### src/rtl/idex_skid_stage.sv
// ID/EX pipeline register with a two-entry skid buffer: oReady is a registered
// function of skid occupancy, so there is no combinational path from iReady.
module idex_skid_stage #(
  parameter int DATA_W  = 32,
  parameter int FUN_W   = 6,
  parameter int RADDR_W = 5,
  parameter int CTRL_W  = 12,
  parameter int CNT_W   = 16
) (
  input  logic               clk,
  input  logic               rst_n,
  input  logic               iValid,
  output logic               oReady,
  input  logic [CTRL_W-1:0]  iCtrl,
  input  logic [DATA_W-1:0]  iRegOut1,
  input  logic [DATA_W-1:0]  iRegOut2,
  input  logic [FUN_W-1:0]   iFun,
  input  logic [RADDR_W-1:0] iDstReg,
  input  logic               iFlush,
  output logic               oValid,
  input  logic               iReady,
  output logic [CTRL_W-1:0]  oCtrl,
  output logic [DATA_W-1:0]  oRegOut1,
  output logic [DATA_W-1:0]  oRegOut2,
  output logic [FUN_W-1:0]   oFun,
  output logic [RADDR_W-1:0] oDstReg,
  output logic [CNT_W-1:0]   oBubbleCnt
);

  localparam int PAY_W = CTRL_W + 2*DATA_W + FUN_W + RADDR_W;

  logic [PAY_W-1:0]  main_q, main_d, skid_q, skid_d, in_pay;
  logic              main_valid_q, main_valid_d;
  logic              skid_valid_q, skid_valid_d;
  logic [CNT_W-1:0]  bub_q, bub_d;
  logic [CTRL_W-1:0] main_ctrl;
  logic              accept, issue;

  assign in_pay = {iCtrl, iRegOut1, iRegOut2, iFun, iDstReg};
  assign accept = iValid & ~skid_valid_q;
  assign issue  = main_valid_q & iReady;

  always_comb begin
    main_d       = main_q;
    skid_d       = skid_q;
    main_valid_d = main_valid_q;
    skid_valid_d = skid_valid_q;
    bub_d        = bub_q;

    if (!main_valid_q || issue) begin
      // skid_valid implies oReady=0, so no input can be accepted alongside a skid drain
      if (skid_valid_q) begin
        main_d       = skid_q;
        main_valid_d = 1'b1;
        skid_valid_d = 1'b0;
      end else begin
        if (accept) main_d = in_pay;
        main_valid_d = accept;
      end
    end else if (accept) begin
      skid_d       = in_pay;
      skid_valid_d = 1'b1;
    end

    // EX has already captured the issuing entry; everything behind it is dropped
    if (iFlush) begin
      main_valid_d = 1'b0;
      skid_valid_d = 1'b0;
    end

    if (!main_valid_q && iReady && (bub_q != {CNT_W{1'b1}}))
      bub_d = bub_q + 1'b1;
  end

  always_ff @(posedge clk) begin
    if (!rst_n) begin
      main_q       <= '0;
      skid_q       <= '0;
      main_valid_q <= 1'b0;
      skid_valid_q <= 1'b0;
      bub_q        <= '0;
    end else begin
      main_q       <= main_d;
      skid_q       <= skid_d;
      main_valid_q <= main_valid_d;
      skid_valid_q <= skid_valid_d;
      bub_q        <= bub_d;
    end
  end

  assign {main_ctrl, oRegOut1, oRegOut2, oFun, oDstReg} = main_q;
  assign oCtrl      = main_valid_q ? main_ctrl : '0;
  assign oValid     = main_valid_q;
  assign oReady     = ~skid_valid_q;
  assign oBubbleCnt = bub_q;

endmodule

### config.mk
export PLATFORM = sky130hd
export DESIGN_NAME = idex_skid_stage
export DESIGN_NICKNAME = d
export VERILOG_FILES = /design/src/rtl/idex_skid_stage.sv
export SDC_FILE = /design/constraint.sdc
export NUM_CORES = 1
export LEC_CHECK = 0
export BUFFER_PORTS_ARGS = -buffer_cell sky130_fd_sc_hd__buf_2
export CAP_MARGIN = 5
export CORE_MARGIN = 2
export CORE_UTILIZATION = 40
export CTS_BUF_LIST = sky130_fd_sc_hd__clkbuf_2
export DETAILED_ROUTE_END_ITERATION = 10
export PLACE_DENSITY = 0.59
export RECOVER_POWER = 25
export SLEW_MARGIN = 0
export SYNTH_ARGS = -nofsm -noshare
export SYNTH_HDL_FRONTEND = slang
export SYNTH_SLANG_ARGS = --single-unit
### constraint.sdc
create_clock -name clk -period 1.75 [get_ports clk]
set_input_delay 0 -clock clk [delete_from_list [all_inputs] [get_ports clk]]
set_output_delay 0 -clock clk [all_outputs]
set_load 0.02 [all_outputs]
# After elaboration in Yosys (flattened, before gate mapping)
# Index checks and enable logic that the tools add are counted.
# Widths: inputs -> output; s select.
[word_totals]
register_bits = 192
latchBits = 0
ramBits = 0
romBits = 0
out_inout_bits = 105
word_cells = 25
n_memories = 0
[op_classes]
add_sub_neg = 1
n_mul = 0
div = 0
n_lt_le_gt_ge = 0
eq_ne = 1
n_shift = 0
mux = 4
bitwise_logic = 5
n_reduce_logical = 9
[op_table]
columns = ["cell", "count"]
rows = [
  ["$mux 87", 2],
  ["$add 16x1->16 const B", 1],
  ["$ne 16x16->1 const B", 1],
  ["$mux 12", 1],
  ["$reduce_and 2->1", 2],
  ["$not 1->1", 3],
  ["$reduce_or 3->1", 1],
  ["$and 1x1->1", 2],
  ["$logic_and 1x1->1", 2],
  ["$reduce_bool 2->1", 1],
  ["$reduce_or 2->1", 1],
  ["$logic_not 1->1", 1],
  ["$logic_or 1x1->1", 1],
  ["$mux 1", 1],
]

# Depth between registers and ports, before layout
[depth]
word_depth = 4
mapped_depth = 8

# Least setup slack after synthesis
# No wires, ideal clock.
[synth_path]
kind = "register to register"
start = "register bub_q[2] (netlist: oBubbleCnt[2])"
end = "register bub_q[13] (netlist: oBubbleCnt[13])"
setup_time_ns = 0.072
t_arrival_ns = 1.607
t_required_ns = 1.678
slack_ns = 0.071
path_stages_with_launch = 5
period_less_slack_ns = 1.679
path_cell_list = "dfxtp_1 -> nand4_1 -> or4_1 -> a211oi_2 -> mux2i_1"
[synth_via]
elab_chain_len = 2
[synth_lines]
columns = ["item", "line", "rtl"]
rows = [
  ["start: declaration", "35", "logic [CNT_W-1:0] bub_q, bub_d;"],
  ["start signal: assignment", "87", "bub_q <= bub_d;"],
  ["branches (longest 2 deep; another with $add 16x1->16)", "n/a", ""],
]
# Several ways; the timed one is not identified.
# A chain may end at the register's enable or synchronous reset.

# Worst setup path in the final report
[layout_path]
start = "register bub_q[4] (netlist: oBubbleCnt[4])"
end = "register bub_q[15] (netlist: oBubbleCnt[15])"
# Same word-level chain as after synthesis.

==> reports/results.tsv <==
stage	metric	value	unit
worst_hold_path	Worst Hold Launch	iRegOut1[9]	
worst_hold_path	hold worst-path end	main_q[52]	
final_layout	layout cells sized above 1	17.49	%
place	Final GP Congestion	0.8450	
worst_setup_path	crit-path max FO	7	
clock_tree	CTS Buf Count	17	
timing	slew margin rel.	65.33	%
global_route	initial antenna violation count	1	
timing	Fin. Hold Viols	0	
worst_setup_path	WS Path Type	flip-flop to flip-flop	
clock_tree	CTS tree	yes	
clock_tree	TritonCTS Sinks	192	
worst_setup_path	largest delay contributor family on the critical path	simple AND/OR/NAND/NOR gates	
timing	Worst Tran Pin Value	0.5201	ns
final_layout	Filler Cell Count	1919	
floorplanning	die height	148.5	um
detailed_routing	Routed Antenna Nets	0	
logic_synthesis	sequential share of the synthesized area	46.04	%
floorplanning	DIE AREA	22040	um2
logic_synthesis	YS warnings	0	
clock_tree	Worst-path clk slew	0.31	ns
detailed_routing	first-iteration detailed-routing DRC count	343	
worst_setup_path	CP startpoint	oBubbleCnt[4]	
worst_setup_path	crit path buf inv count	0	
timing	Final setup viols	0	
logic_synthesis	post-synth cell types	37	
worst_hold_path	hold depth	4	
worst_setup_path	crit path cell chain	and3b_2 -> nand4_4 -> or4_1 -> a21oi_1	
detailed_routing	Post-Route WL	22910	um
logic_synthesis	Syn Std Cell Area	8348	um2
power	switching power total	2.532	mW
global_route	grt ovf	0	
power	net switching share of the total power	30.78	%
global_route	vias in the first global route	7174	
clock_tree	clock latency on the worst-skew pair	0.77	ns
place	dpl hpwl	13080	um
clock_tree	Root Driver	clkbuf_2	
worst_setup_path	Setup crit end kind	flip-flop	
floorplanning	# rows	52	
outcome	status	finished clean	
worst_setup_path	max incr delay on CP	0.52	ns
final_layout	area grow syn2layout	35.60	%
worst_setup_path	Register-to-Register Path Depth	4	
worst_setup_path	reg2reg end	oBubbleCnt[15]	
power	Clock power frac	26.5	%
logic_synthesis	Net Count, Synth	1063	
detailed_routing	DR pass1 iterations	5	
power	Pint	5.694	mW
detailed_routing	routed via count	7600	
timing	setup TNS	0	ns
worst_setup_path	Critical Path RT	2.47	ns
timing	Max Slew Vio Count	0	
place	PortBufs	196	
timing	fmax	598.1	MHz
worst_setup_path	CP arrival	2.39	ns
timing	Fin Hold WS	0.08017	ns
worst_setup_path	CP max stage cell	dfxtp_1	
worst_hold_path	Hold WC Path Type	input port to flip-flop	
worst_setup_path	R2R setup slack	0.08	ns
timing	Tcrit/Tclk final	95.55	%
global_route	largest net degree at the start of global routing	60	
clock_tree	worst-case clock buffer depth	2	
timing	min Tclk post-route	1.672	ns
floorplanning	I/O pins	197	
worst_setup_path	worst r2r src	oBubbleCnt[4]	
run	Max-cap violations	0	
power	combinational fraction of design power	16.7	%
power	Pleak	4.201	nW
floorplanning	Starting Density	40.99	%
detailed_routing	Vias per Instance	4.932	
final_layout	final net count	1349	
timing	unrepaired setup endpoints after global routing	no	
clock_tree	H-tree Lvls	4	
floorplanning	total core area	20360	um2
global_route	first-pass GRT wire length	36070	um
detailed_routing	DRC	0	
logic_synthesis	FF+latch count, synth	192	
detailed_routing	Wirelength per Cell	14.87	um
worst_setup_path	crit start category	flip-flop	
logic_synthesis	synthesized area per cell	8.606	um2
global_route	Total GRT Usage	20.12	%
power	Worst VDD drop	358.5	uV
logic_synthesis	synthesized instance count	970	
floorplanning	Die X	148.5	um
timing	final clock skew	0.03796	ns
power	Reg power frac	56.8	%
power	P per Cell Area	726.7	nW/um2
-- timing repair --
item                       4_1_cts  5_1_grt
buffers inserted                 1        3
pin swaps                        0        1
hold endpoints to repair       192        1
resized for setup                2        8
setup endpoints to repair       12       24
cloned                           0        2
hold buffers                   183        1
-- cell usage in the layout, fill, tap and decap left out, types with 7 or more instances in the layout --
cell type,count
dlygate4sd3_1,184
o31ai_1,7
clkbuf_2,18
clkbuf_1,59
or4_1,8
buf_4,18
buf_12,12
and2_1,13
dfxtp_1,186
a21oi_1,99
nor2_1,90
buf_2,136
mux2i_1,90
a211oi_1,87
nand2_1,184
-- stage by stage --
step / cell area [um2] / util, % / setup slack [ns] / cells / power, mW
4_1_cts: 11280 / 55.41 / 0.006494 / 1533 / 8.328
5_1_grt: 11320 / 55.58 / 0.001819 / 1541 / 8.642
3_5_place_dp: 9200 / 45.18 / 0.1035 / 1317 / 5.780
2_1_floorplan: 8348 / - / 0.07126 / 970 / 5.522
6_report: 11320 / 55.58 / 0.07792 / 1541 / 8.226
3_3_place_gp: 9200 / 45.18 / 0.1090 / 1317 / 5.764
-- area by class of cell --
class / count / area, um2 / area share, %
clock buffers: 17 / 85.08 / 0.7516
diodes: 2 / 5.005 / 0.04421
multi-input cells: 626 / 3645 / 32.20
repair buffers: 414 / 3213 / 28.39
clock inverters: 15 / 153.9 / 1.360
flip-flops and latches: 192 / 3856 / 34.07
inverters: 5 / 23.77 / 0.2100
well taps: 270 / 337.8 / 2.984
-- registers in the layout (all words and copies together) (netlist names) --
| signal | count |
|---|---|
| main_q | 87 |
| skid_q | 87 |
| oBubbleCnt | 16 |
| oValid | 1 |
| skid_valid_q | 1 |
-- layer usage --
| layer | part of all wire [%] | wire, um | up-vias | global-route usage [%] |
|---|---|---|---|---|
| met3 | 4.7 | 1087 | 22 | 4.264 |
| li1 | - | - | 3841 | - |
| met4 | 1.3 | 293 | 0 | 5.333 |
| met5 | 0 | 0 | - | 0 |
| met2 | 49 | 11160 | 185 | 34.28 |
| met1 | 45 | 10370 | 3552 | 25.95 |
-- worst max-delay path by stage --
stage                                end  cells past startpoint  slack, ns
after global placement    oBubbleCnt[15]                      6       0.11
after detailed placement  oBubbleCnt[15]                      6       0.10
after CTS                 oBubbleCnt[13]                      4      0.006
after floorplan           oBubbleCnt[13]                      4       0.07
final                     oBubbleCnt[15]                      4       0.08
after global routing          main_q[13]                      8      0.002
-- synthesized netlist by cell type --
cell type | n | share of area, %
o31a_1 | 1 | 0.10
nand3_1 | 6 | 0.36
ha_1 | 1 | 0.15
nor2b_1 | 2 | 0.15
a21oi_1 | 99 | 5.9
and4_4 | 1 | 0.13
inv_1 | 4 | 0.18
clkinv_1 | 1 | 0.045
nor2_1 | 91 | 4.1
dfxtp_1 | 192 | 46
o31ai_1 | 7 | 0.63
a31oi_1 | 2 | 0.15
buf_1 | 7 | 0.31
mux2i_1 | 90 | 11
nand4_1 | 5 | 0.37
nand4_2 | 1 | 0.15
nor3_2 | 1 | 0.12
o21ai_0 | 4 | 0.24
and3b_2 | 1 | 0.12
nor4_2 | 1 | 0.15
nand4_4 | 1 | 0.25
buf_4 | 76 | 6.8
a211oi_2 | 1 | 0.15
nand2b_1 | 5 | 0.37
clkbuf_1 | 35 | 1.6
nor4_1 | 3 | 0.22
nor3_1 | 3 | 0.18
or3_1 | 4 | 0.30
and3_1 | 1 | 0.075
o21a_1 | 1 | 0.090
a211oi_1 | 87 | 7.8
or2_1 | 1 | 0.075
or4_1 | 8 | 0.72
and4_1 | 1 | 0.10
nand2_1 | 184 | 8.3
and2_1 | 13 | 0.97
buf_2 | 29 | 1.7
-- kinds of logic after synthesis --
family,count (synthesis),synth area share [%]
fa+ha+maj,1,0.1499
simple gates,333,17.21
mux,90,10.79
compound gates,202,15.12
buf+inv,152,10.69
flops,192,46.04
-- power by group through the flow --
stage | registers [mW] | logic [mW] | clock network (mW)
finish | 4.67 | 1.38 | 2.18
global route | 4.70 | 1.50 | 2.44
CTS | 4.67 | 1.36 | 2.30
detailed placement | 4.75 | 1.03 | 0
global placement | 4.74 | 1.02 | 0
floorplan | 4.73 | 0.789 | 0
-- worst min-delay path, delay by kind of cell --
family                 cells  cell delay (ns)
muxes                      1             0.11
AOI/OAI and AO/OA          1             0.08
buffers and inverters      2             0.65
Note: power is estimated with default switching activity, not from simulation.
